**config.mk**
```make
export PLATFORM = sky130hd
export DESIGN_NAME = fwd_hazard_unit
export DESIGN_NICKNAME = d
export VERILOG_FILES = /design/src/rtl/fwd_hazard_unit.sv
export SDC_FILE = /design/constraint.sdc
export NUM_CORES = 1
export LEC_CHECK = 0
export CAP_MARGIN = 20
export CORE_AREA = 2 2 105 107
export DETAILED_ROUTE_END_ITERATION = 7
export DIE_AREA = 0 0 107 109
export MAX_ROUTING_LAYER = met4
export PLACE_DENSITY_LB_ADDON = 0.05
export SYNTH_ARGS = -nofsm -noshare
export SYNTH_HDL_FRONTEND = slang
export SYNTH_SLANG_ARGS = --single-unit
```
**constraint.sdc**
```tcl
create_clock -name clk -period 4.3 [get_ports clk]
set_clock_uncertainty 0.2 [all_clocks]
set_input_delay 0.86 -clock clk [delete_from_list [all_inputs] [get_ports clk]]
set_output_delay 0.86 -clock clk [all_outputs]
set_load 0.005 [all_outputs]
```
**src/rtl/fwd_hazard_unit.sv**
```systemverilog
// Operand forwarding and load-use stall control for the 5-stage pipeline.
// Optional FWD_HOLD_EN macro adds a one-entry hold register for distance-3 bypass.
`timescale 1ns/1ps

module fwd_hazard_unit #(
    parameter int XLEN     = 32,
    parameter int ADDR_W   = 5,
    parameter int NUM_SRC  = 2,
    parameter int LOAD_LAT = 1,
    parameter int CNT_W    = 32
) (
    input  logic                      clk,
    input  logic                      rstn,
    input  logic [NUM_SRC*ADDR_W-1:0] rs_addr_id,
    input  logic [NUM_SRC*ADDR_W-1:0] rs_addr_ex,
    input  logic [NUM_SRC*XLEN-1:0]   rs_data_ex,
    input  logic [ADDR_W-1:0]         rd_ex,
    input  logic [ADDR_W-1:0]         rd_mem,
    input  logic [ADDR_W-1:0]         rd_wb,
    input  logic                      regwrite_ex,
    input  logic                      regwrite_mem,
    input  logic                      regwrite_wb,
    input  logic                      memread_ex,
    input  logic [XLEN-1:0]           alu_result_mem,
    input  logic [XLEN-1:0]           wdata_wb,
    output logic [NUM_SRC*XLEN-1:0]   fwd_data_ex,
    output logic [NUM_SRC*2-1:0]      fwd_sel_ex,
    output logic                      stall_if,
    output logic                      stall_id,
    output logic                      flush_ex,
    output logic [CNT_W-1:0]          stall_cnt
);

    typedef enum logic {
        IDLE  = 1'b0,
        STALL = 1'b1
    } state_t;

    localparam logic [1:0] SEL_RF   = 2'b00;
    localparam logic [1:0] SEL_MEM  = 2'b10;
    localparam logic [1:0] SEL_WB   = 2'b01;
    localparam logic [1:0] SEL_HOLD = 2'b11;

    // The first stall cycle is the detection cycle, so STALL covers LOAD_LAT-1 more.
    localparam int         CNT_INIT_I = (LOAD_LAT > 1) ? (LOAD_LAT - 2) : 0;
    localparam logic [1:0] CNT_INIT   = CNT_INIT_I[1:0];

    state_t     state;
    logic [1:0] cnt;
    logic       id_match;
    logic       hazard;
    logic       stall_active;

`ifdef FWD_HOLD_EN
    logic              hold_valid;
    logic [ADDR_W-1:0] hold_rd;
    logic [XLEN-1:0]   hold_data;

    // Keeps the last WB write one extra cycle for a non write-through register file.
    always_ff @(posedge clk) begin
        if (!rstn) begin
            hold_valid <= 1'b0;
            hold_rd    <= '0;
            hold_data  <= '0;
        end else if (regwrite_wb && (rd_wb != '0)) begin
            hold_valid <= 1'b1;
            hold_rd    <= rd_wb;
            hold_data  <= wdata_wb;
        end else begin
            hold_valid <= 1'b0;
        end
    end
`endif

    for (genvar g = 0; g < NUM_SRC; g++) begin : g_src
        logic [ADDR_W-1:0] src_addr;
        logic [XLEN-1:0]   src_data;
        logic              mem_hit;
        logic              wb_hit;
        logic [1:0]        sel;
        logic [XLEN-1:0]   data;

        assign src_addr = rs_addr_ex[g*ADDR_W +: ADDR_W];
        assign src_data = rs_data_ex[g*XLEN +: XLEN];
        assign mem_hit  = regwrite_mem && (rd_mem != '0) && (rd_mem == src_addr);
        assign wb_hit   = regwrite_wb  && (rd_wb  != '0) && (rd_wb  == src_addr);

        always_comb begin
            sel  = SEL_RF;
            data = src_data;
            if (rstn) begin
                if (mem_hit) begin
                    sel  = SEL_MEM;
                    data = alu_result_mem;
                end else if (wb_hit) begin
                    sel  = SEL_WB;
                    data = wdata_wb;
                end
`ifdef FWD_HOLD_EN
                else if (hold_valid && (hold_rd != '0) && (hold_rd == src_addr)) begin
                    sel  = SEL_HOLD;
                    data = hold_data;
                end
`endif
            end
        end

        assign fwd_sel_ex[g*2 +: 2]     = sel;
        assign fwd_data_ex[g*XLEN +: XLEN] = data;
    end

    always_comb begin
        id_match = 1'b0;
        for (int i = 0; i < NUM_SRC; i++) begin
            if (rs_addr_id[i*ADDR_W +: ADDR_W] == rd_ex) begin
                id_match = 1'b1;
            end
        end
    end

    assign hazard = memread_ex && regwrite_ex && (rd_ex != '0) && id_match;

    // Mealy in IDLE so the stall starts in the detection cycle; Moore while in STALL.
    assign stall_active = rstn && ((state == STALL) || hazard);
    assign stall_if     = stall_active;
    assign stall_id     = stall_active;
    assign flush_ex     = stall_active;

    always_ff @(posedge clk) begin
        if (!rstn) begin
            state <= IDLE;
            cnt   <= '0;
        end else begin
            case (state)
                IDLE: begin
                    if (hazard && (LOAD_LAT > 1)) begin
                        state <= STALL;
                        cnt   <= CNT_INIT;
                    end
                end
                STALL: begin
                    if (cnt == 2'd0) begin
                        state <= IDLE;
                    end else begin
                        cnt <= cnt - 2'd1;
                    end
                end
                default: begin
                    state <= IDLE;
                    cnt   <= '0;
                end
            endcase
        end
    end

    always_ff @(posedge clk) begin
        if (!rstn) begin
            stall_cnt <= '0;
        end else if (stall_id && (stall_cnt != {CNT_W{1'b1}})) begin
            stall_cnt <= stall_cnt + CNT_W'(1);
        end
    end

endmodule

```
Yosys cells after proc, flatten, opt, wreduce, memory -nomap -nowiden
Cells that the tools add are included.
{"block": "classes", "add_sub_neg": 2, "n_eq_ne": 7, "mux": 15, "bitwise": 1, "n_reduce_logical": 18}
{"op": "32-bit two-way mux", "count": 6}
{"op": "32-bit by 1-bit adder with 32-bit output (second input constant)", "count": 1}
{"op": "32-bit inequality test (second input constant)", "count": 1}
{"op": "5-bit == test", "count": 6}
{"op": "5-bit nonzero test", "count": 3}
{"op": "1-bit logical AND", "count": 11}
{"op": "2-bit two-way mux", "count": 4}
{"op": "1-bit two-way mux", "count": 5}
{"op": "2-bit AND reduction", "count": 2}
{"op": "2-bit zero test", "count": 1}
{"op": "2-bit by 1-bit subtractor with 2-bit output (second input constant)", "count": 1}
{"op": "1-bit logical OR", "count": 1}
{"op": "1-bit inverter", "count": 1}
{"block": "word_totals", "register_bits": 35, "in_bits": 169, "output_inout_bits": 103, "elab_cells": 46}

Logic depth before layout (Yosys ltp)
Gate-level depths: netlist of the first run.
{"block": "depth", "ltp_word": 7, "ltp_mapped": 8, "depth_no_buf": 6}

Worst setup path before layout of the first run
OpenSTA, ideal clock, no wires.
{"block": "synth_timing", "kind": "input-to-output", "from": "input rd_mem[1]", "to": "output fwd_data_ex[34]", "arrival_time_ns": 2.483, "required_ns": 3.240, "path_slack_ns": 0.757, "cell_stages": 8, "n_path_buf": 2, "path_cell_list": "or4_1 -> o21ai_1 -> or3_1 -> clkbuf_1 -> nand2_1 -> clkbuf_1 -> o22ai_1 -> a21oi_1"}
{"block": "synth_via", "elab_chain_len": 5, "word_cells_on_any_way": 6, "cone_classes": "eq/ne: 1; mux: 2; reduce/logical: 3"}
{"element": "start: declaration", "line_no": "18", "text": "input logic [ADDR_W-1:0] rd_mem,"}
{"element": "5-bit nonzero test", "line_no": "85", "text": "assign mem_hit = regwrite_mem && (rd_mem != '0) && (rd_mem == src_addr);"}
{"element": "1-bit logical AND", "line_no": "85"}
{"element": "1-bit logical AND (*)", "line_no": "85"}
{"element": "32-bit two-way mux (*)", "line_no": "92", "text": "if (mem_hit) begin"}
{"element": "32-bit two-way mux (*)", "line_no": "91", "text": "if (rstn) begin"}
{"element": "end: declaration", "line_no": "26", "text": "output logic [NUM_SRC*XLEN-1:0] fwd_data_ex,"}
Every way passes the cells marked *; elsewhere a longest branch is shown, timed or not.

Final worst setup path of the first run
{"block": "layout_timing", "from": "input rd_wb[1]", "to": "output fwd_data_ex[13]"}
{"block": "layout_via", "elab_chain_len": 6, "word_cells_on_any_way": 7, "cone_classes": "eq/ne: 1; mux: 3; reduce/logical: 3"}
{"element": "start: declaration", "line_no": "19", "text": "input logic [ADDR_W-1:0] rd_wb,"}
{"element": "5-bit nonzero test", "line_no": "86", "text": "assign wb_hit = regwrite_wb && (rd_wb != '0) && (rd_wb == src_addr);"}
{"element": "1-bit logical AND", "line_no": "86"}
{"element": "1-bit logical AND (*)", "line_no": "86"}
{"element": "32-bit two-way mux (*)", "line_no": "95", "text": "end else if (wb_hit) begin"}
{"element": "32-bit two-way mux (*)", "line_no": "92"}
{"element": "32-bit two-way mux (*)", "line_no": "91"}
Marked as above.

==> summary.txt, run 1 <==
Outcome
  – Outcome: completed

Logic synthesis
  – Mapped Area: 0.00326 mm^2
  – Mapped Avg Cell Area: 6.67 um^2
  – Post-synthesis async set-or-reset flop share: 0%
  – Mapped Cells: 489
  – Number of synthesized register bits: 35
  – Sequential area share after synthesis: 21.5%
  – Main synth FF type: dfxtp_1
  – Syn Nets: 660
  – Synth cell types: 46
  – EDFF count, synth: 0
  – Synth Warn #: 0

CTS
  – Post-CTS Hold Fix Bufs: 0
  – Root buffer cell: clkbuf_8
  – CTS tree: done
  – Clk_lat worst skew: 0.29 ns
  – Clock transition at path regs: 0.07 ns
  – H-Tree Depth: 2
  – CTS Sinks: 35
  – Clock buffer depth: 2
  – Num CTS Buffers: 5

Final layout
  – Layout area overhead: 105%
  – Sequential cell area: 701 um^2
  – Share of cells above drive strength 1: 8.13%
  – N_diodes: 0
  – Filler cells: 976
  – Multi-input gate area: 0.00251 mm^2
  – Commonest non-fill, non-tap cell in the layout: clkdlybuf4s50_1
  – Most frequent cells in the layout: clkdlybuf4s50_1, nor2_1, a21oi_1
  – Final Net Count: 933

Setup path
  – Crit start category: input port
  – Critical Path End Type: primary output
  – CP max stage cell: or4_4
  – Worst path cell trace: clkdlybuf4s50_1, or4_4, o21ai_4, nor4_4, o21a_1, buf_12, nor2_1, a21oi_1, clkdlybuf4s50_1
  – Critical path data required time: 3.24 ns
  – Critical Path Stages: 9
  – Critical path type: input port to primary output
  – Crit path largest cell delay: 0.56 ns
  – Reg2reg start: stall_cnt[2]
  – R2R depth: 6
  – Reg2reg setup slack: 1.65 ns
  – Crit path to: fwd_data_ex[13]
  – Count of buffer and inverter cells on the critical path: 3
  – Worst r2r dst: stall_cnt[25]
  – CP delay by family, top: buffers and inverters
  – Most used cell along the critical path: clkdlybuf4s50_1
  – Crit path from: rd_wb[1]
  – Crit-path max FO: 32
  – WP data arrival: 3.16 ns

Route
  – Wirelength per Cell: 18.6 um
  – Antenna Violating Nets Remaining: 0
  – Vias: 4871
  – Initial DRC count: 257
  – DR pass1 iterations: 4
  – Metal-1 WL: 6220 um
  – Remaining DRCs: 0
  – Drt total wl: 16800 um
  – WL met3: 976 um
  – DR vias/cell: 5.39
  – Uppermost layer routed: met4
  – Met2 wire length: 9110 um

Global routing
  – GRT Total Usage: 27.2%
  – Number of global-route vias before repair: 4986
  – GRT overflow: 0
  – First-pass GRT wire length: 24500 um
  – Largest net degree at the start of global routing: 39
  – Initial antenna violation count: 0

Die
  – Die Y-Extent: 109 um
  – Die width: 107 um
  – Core Rows: 38
  – Die area: 0.0117 mm^2
  – Core area: 0.0106 mm^2
  – Initial core utilization: 30.8%
  – Ports: 272

STA
  – Setup TNS: 0 ns
  – Max Clock Freq: 237 MHz
  – Final Hold Fails: 0
  – Post-route setup slack: 0.0765 ns
  – Fin crit share: 98.2%
  – WHS: 0.303 ns
  – Final Slew Violations: 0
  – Min cycle time layout: 4.22 ns
  – Relative slew slack: 65.5%
  – Setup violations, final: 0
  – Slew @ Worst Pin: 0.517 ns

Power and ir drop
  – Worst vdd ir: 0.000102 V
  – PD cells: 154 mW/mm^2
  – Total Power: 1.03 mW
  – Leakage power: 2.77 nW

Placed design
  – Pre-CTS WS: -0.173 ns
  – Quantity of I/O buffers inserted on ports: 271
  – Final RePlAce weighted congestion: 0.987
  – Hpwl dp: 12700 um

Min path
  – Hold depth: 2
  – Hold Startpoint: cnt[1]
  – Class of the worst hold path: register to register

Flow run
  – Max_cap viols: 0
Yosys cell counts (2+ instances only):
master,count,area (um^2)
xnor2_1,32,280
nor4b_1,3,26.3
nand2b_1,4,25.0
o311a_1,2,20.0
inv_1,4,15.0
ha_1,2,25.0
nand4_1,3,18.8
nor4_1,8,50.1
o31ai_1,4,30.0
buf_4,2,15.0
o22ai_1,64,400
o31a_1,2,17.5
o21a_1,4,30.0
buf_1,2,7.51
and4_1,2,17.5
mux2i_1,4,40.0
and2_1,4,25.0
or4_1,7,52.6
nor3_1,12,60.1
a41o_1,2,20.0
dfxtp_1,35,701
nand2_1,23,86.3
or3_1,6,37.5
or2_1,2,12.5
clkbuf_1,30,113
nand3b_1,2,15.0
nand3_1,16,80.1
and3_1,6,37.5
xor2_1,15,131
o21ai_0,3,15.0
nor2_1,95,357
buf_2,4,20.0
a21oi_1,72,360
cells by family (layout without fill, tap and decap cells):
family | Yosys count | in the layout | share of synthesized area, %
DFF | 35 | 35 | 21.5
muxes | 4 | 4 | 1.23
and+or+nand+nor | 199 | 199 | 29.6
xor gates and xnor gates | 47 | 47 | 12.6
buffers and inverters | 42 | 316 | 5.21
adders and majority gates | 2 | 2 | 0.767
AOI/OAI and AO/OA | 160 | 160 | 29.1
registers in the layout, summed over array words and instances (netlist names):
signal / cells
cnt: 2
stall_cnt: 32
state: 1
worst register-to-register path, delay by kind of cell (launching register included):
kind,cells,cell delay (ns)
and+or+nand+nor,5,1.83
AOI/OAI and AO/OA,1,0.13
DFF,1,0.43
final cells by class:
type | instances | area share [%]
Sequential cell | 35 | 10.5
Clock buffer | 6 | 1.24
Inverter | 4 | 0.225
Tap cell | 140 | 2.62
Multi-Input combinational cell | 412 | 37.6
Timing Repair Buffer | 304 | 47.3
Clock inverter | 2 | 0.524
repair_timing:
| item | in CTS | in global routing |
|---|---|---|
| pin swaps | 0 | 7 |
| buffers inserted | 0 | 5 |
| gates resized for setup | 39 | 49 |
| gates cloned | 0 | 3 |
| setup endpoints to repair | 64 | 39 |
through the flow:
stage | utilization [%] | cells | instance area [um^2]
2_1_floorplan | - | 489 | 3260
3_3_place_gp | 59.0 | 887 | 6260
3_5_place_dp | 59.0 | 887 | 6260
4_1_cts | 60.4 | 895 | 6400
5_1_grt | 63.0 | 903 | 6680
6_report | 63.0 | 903 | 6680
worst min path at each step:
stage	endpoint	slack [ns]
3_3_place_gp	stall_cnt[24]	0.28
4_1_cts	cnt[1]	0.30
2_1_floorplan	stall_cnt[26]	0.28
5_1_grt	cnt[1]	0.34
6_report	cnt[1]	0.30
3_5_place_dp	cnt[1]	0.29
where the power goes:
part / internal (mW) / switching [mW] / total, mW
registers: 0.324 / 0.000416 / 0.325
clock network: 0.188 / 0.118 / 0.306
logic: 0.247 / 0.153 / 0.400
routing by layer:
| metal | vias to the layer above | global-route usage [%] |
|---|---|---|
| li1 | 2345 | - |
| met1 | 2306 | 29.5 |
| met2 | 190 | 49.5 |
| met3 | 30 | 4.72 |
| met4 | 0 | 10.9 |
| met5 | - | - |
Note: power is estimated with default switching activity, not from simulation.
==> run 2, diff against run 1 <==
- CTS_BUF_LIST: unset -> sky130_fd_sc_hd__clkbuf_8
==> results of run 2 <==
Same layout as run 1: the final DEF is identical, and so are final timing and power.
==> run 3, diff against run 2 <==
- CELL_PAD_IN_SITES_DETAIL_PLACEMENT: unset -> 1
- CELL_PAD_IN_SITES_GLOBAL_PLACEMENT: unset -> 1
- CORE_AREA: 2 2 105 107 -> unset
- CORE_ASPECT_RATIO: unset -> 0.7
- CORE_UTILIZATION: unset -> 23
- DIE_AREA: 0 0 107 109 -> unset
==> run 3 against run 2 <==
Core utilization is 15 points lower. Count of clock-buffer cells in the layout fell by 1. Die area is 26% higher. Non-clock buffer count down 10. Sequential power about the same. Critical path depth increased by 1. Highest routed layer unchanged.
==> summary.txt, run 3 (synthesized netlist as in run 1, its figures left out) <==
Setup path
  – Crit-path max FO: 32
  – WP data arrival: 3.14 ns
  – Critical path type: input port to primary output
  – Critical path data required time: 3.24 ns
  – Critical Path End Type: primary output
  – Crit start category: input port

Placed design
  – Hpwl dp: 13700 um
  – Final RePlAce weighted congestion: 0.831
  – DP Cell Count: 932
  – Dpl cell area: 0.00628 mm^2
  – Quantity of I/O buffers inserted on ports: 271
  – Pre-CTS WS: -0.235 ns

CTS
  – Setup bufs post-CTS: 0
  – CTS tree: done
  – Clock transition at path regs: 0.08 ns
  – CTS Sinks: 35
  – Clock buffer depth: 2
  – Root buffer cell: clkbuf_8
  – Clk_lat worst skew: 0.32 ns
  – Num CTS Buffers: 5
  – H-Tree Depth: 2

Final layout
  – Finished Cell Area: 0.00660 mm^2
  – Multi-input gate area: 0.00248 mm^2
  – N_diodes: 0
  – Layout area overhead: 102%
  – Most frequent cells in the layout: clkdlybuf4s50_1, nor2_1, a21oi_1
  – Largest Register: stall_cnt
  – Max FFs per register: 32
  – Final Net Count: 923
  – Top Registers: stall_cnt: 32 flops, cnt: 2 flops, state: 1 flops
  – Share of cells above drive strength 1: 6.24%
  – Non-Filler Instances: 943
  – Filler cells: 1684
  – Commonest non-fill, non-tap cell in the layout: clkdlybuf4s50_1
  – Sequential cell area: 701 um^2

Global routing
  – GRT Total Usage: 23.9%
  – First-pass GRT wire length: 26200 um
  – Largest net degree at the start of global routing: 61
  – GRT overflow: 0
  – Number of global-route vias before repair: 4873
  – Initial antenna violation count: 0

Die
  – Die Y-Extent: 102 um
  – Ports: 272
  – Die area: 0.0147 mm^2
  – Initial core utilization: 23.5%
  – Die width: 144 um
  – Core Rows: 36
  – Core area: 0.0139 mm^2

Route
  – DR vias/cell: 5.11
  – Vias: 4818
  – Antenna Violating Nets Remaining: 0
  – Remaining DRCs: 0
  – DR pass1 iterations: 5
  – Initial DRC count: 137
  – Drt total wl: 18200 um
  – Wirelength per Cell: 19.3 um

STA
  – Setup violations, final: 0
  – Slew @ Worst Pin: 0.704 ns
  – Min cycle time layout: 4.20 ns
  – Max Clock Freq: 238 MHz
  – Final Slew Violations: 0
  – WHS: 0.305 ns
  – Post-route setup slack: 0.104 ns
  – Fin crit share: 97.6%
  – Final Hold Fails: 0
  – Relative slew slack: 53.1%

Power and ir drop
  – Worst vdd ir: 0.000106 V
  – Leakage power: 2.61 nW
  – PD cells: 158 mW/mm^2

Outcome
  – Outcome: completed

Flow run
  – Max_cap viols: 0

Min path
  – Class of the worst hold path: register to register
[run 3: cell count changes in the layout (fill, tap and decap cells not counted), sizes merged]
cell / change
buf: -9
clkdlybuf4s50: -1
bufbuf: +1
inv: +1
clkbuf: -3
dlygate4sd2: +1
clkdlybuf4s15: +12
dlymetal6s2s: -12
[run 3: per-stage QoR]
stage	setup TNS, ns	total power [mW]	utilization (%)
floorplan	0	0.440	-
global placement	-6.48	0.727	45.3
detailed placement	-9.75	0.735	45.3
CTS	-0.586	1.05	46.5
global route	-0.0306	1.10	47.6
finish	0	1.05	47.6
[run 3: worst paths after layout]
| check | from | end | slack, ns | depth (start not counted) |
|---|---|---|---|---|
| hold / removal | cnt[1] | cnt[1] | 0.31 | 2 |
| setup reg to reg | stall_cnt[11] | stall_cnt[31] | 1.47 | 8 |
| setup / recovery | rd_wb[1] | fwd_data_ex[0] | 0.10 | 10 |
| hold reg to reg | cnt[1] | cnt[1] | 0.31 | 2 |
[run 3: cell type report]
type                            instances  share of cell area, %
Inverter                                4                  0.227
Tap cell                              190                   3.60
Sequential cell                        35                   10.6
Multi-Input combinational cell        412                   37.5
Clock buffer                            5                   1.04
Timing Repair Buffer                  294                   46.3
Clock inverter                          3                  0.720
[run 3: repair_timing]
action / in CTS / in global routing
gates resized for setup: 48 / 48
endpoints found under the setup margin: 66 / 44
hold endpoints to repair: 0 / 0
hold buffers: 0 / 0
pin swaps: 1 / 4
gates cloned: 2 / 1
[run 3: worst max-delay path, stage by stage]
cell and delay (ns):
clkdlybuf4s50_1 0.44, or4_4 0.56, o21ai_4 0.22, nor4_4 0.08, buf_4 0.14, o21a_1 0.19, buf_12 0.17, nor2_1 0.12
a21oi_1 0.05, dlygate4sd2_1 0.30
[run 3: per-layer routing]
layer | track usage [%] | vias up | routed length [um]
met2 | 39.0 | 155 | 8550
met4 | 6.88 | 0 | 409
li1 | - | 2338 | -
met3 | 4.54 | 22 | 1090
met5 | - | - | 0
met1 | 29.9 | 2303 | 8170
[run 3: power by group]
group          switching (mW)  total (mW)  internal (mW)
Clock                   0.151       0.327          0.176
Sequential           0.000422       0.324          0.324
Combinational           0.153       0.394          0.241
Total                   0.305        1.05          0.741
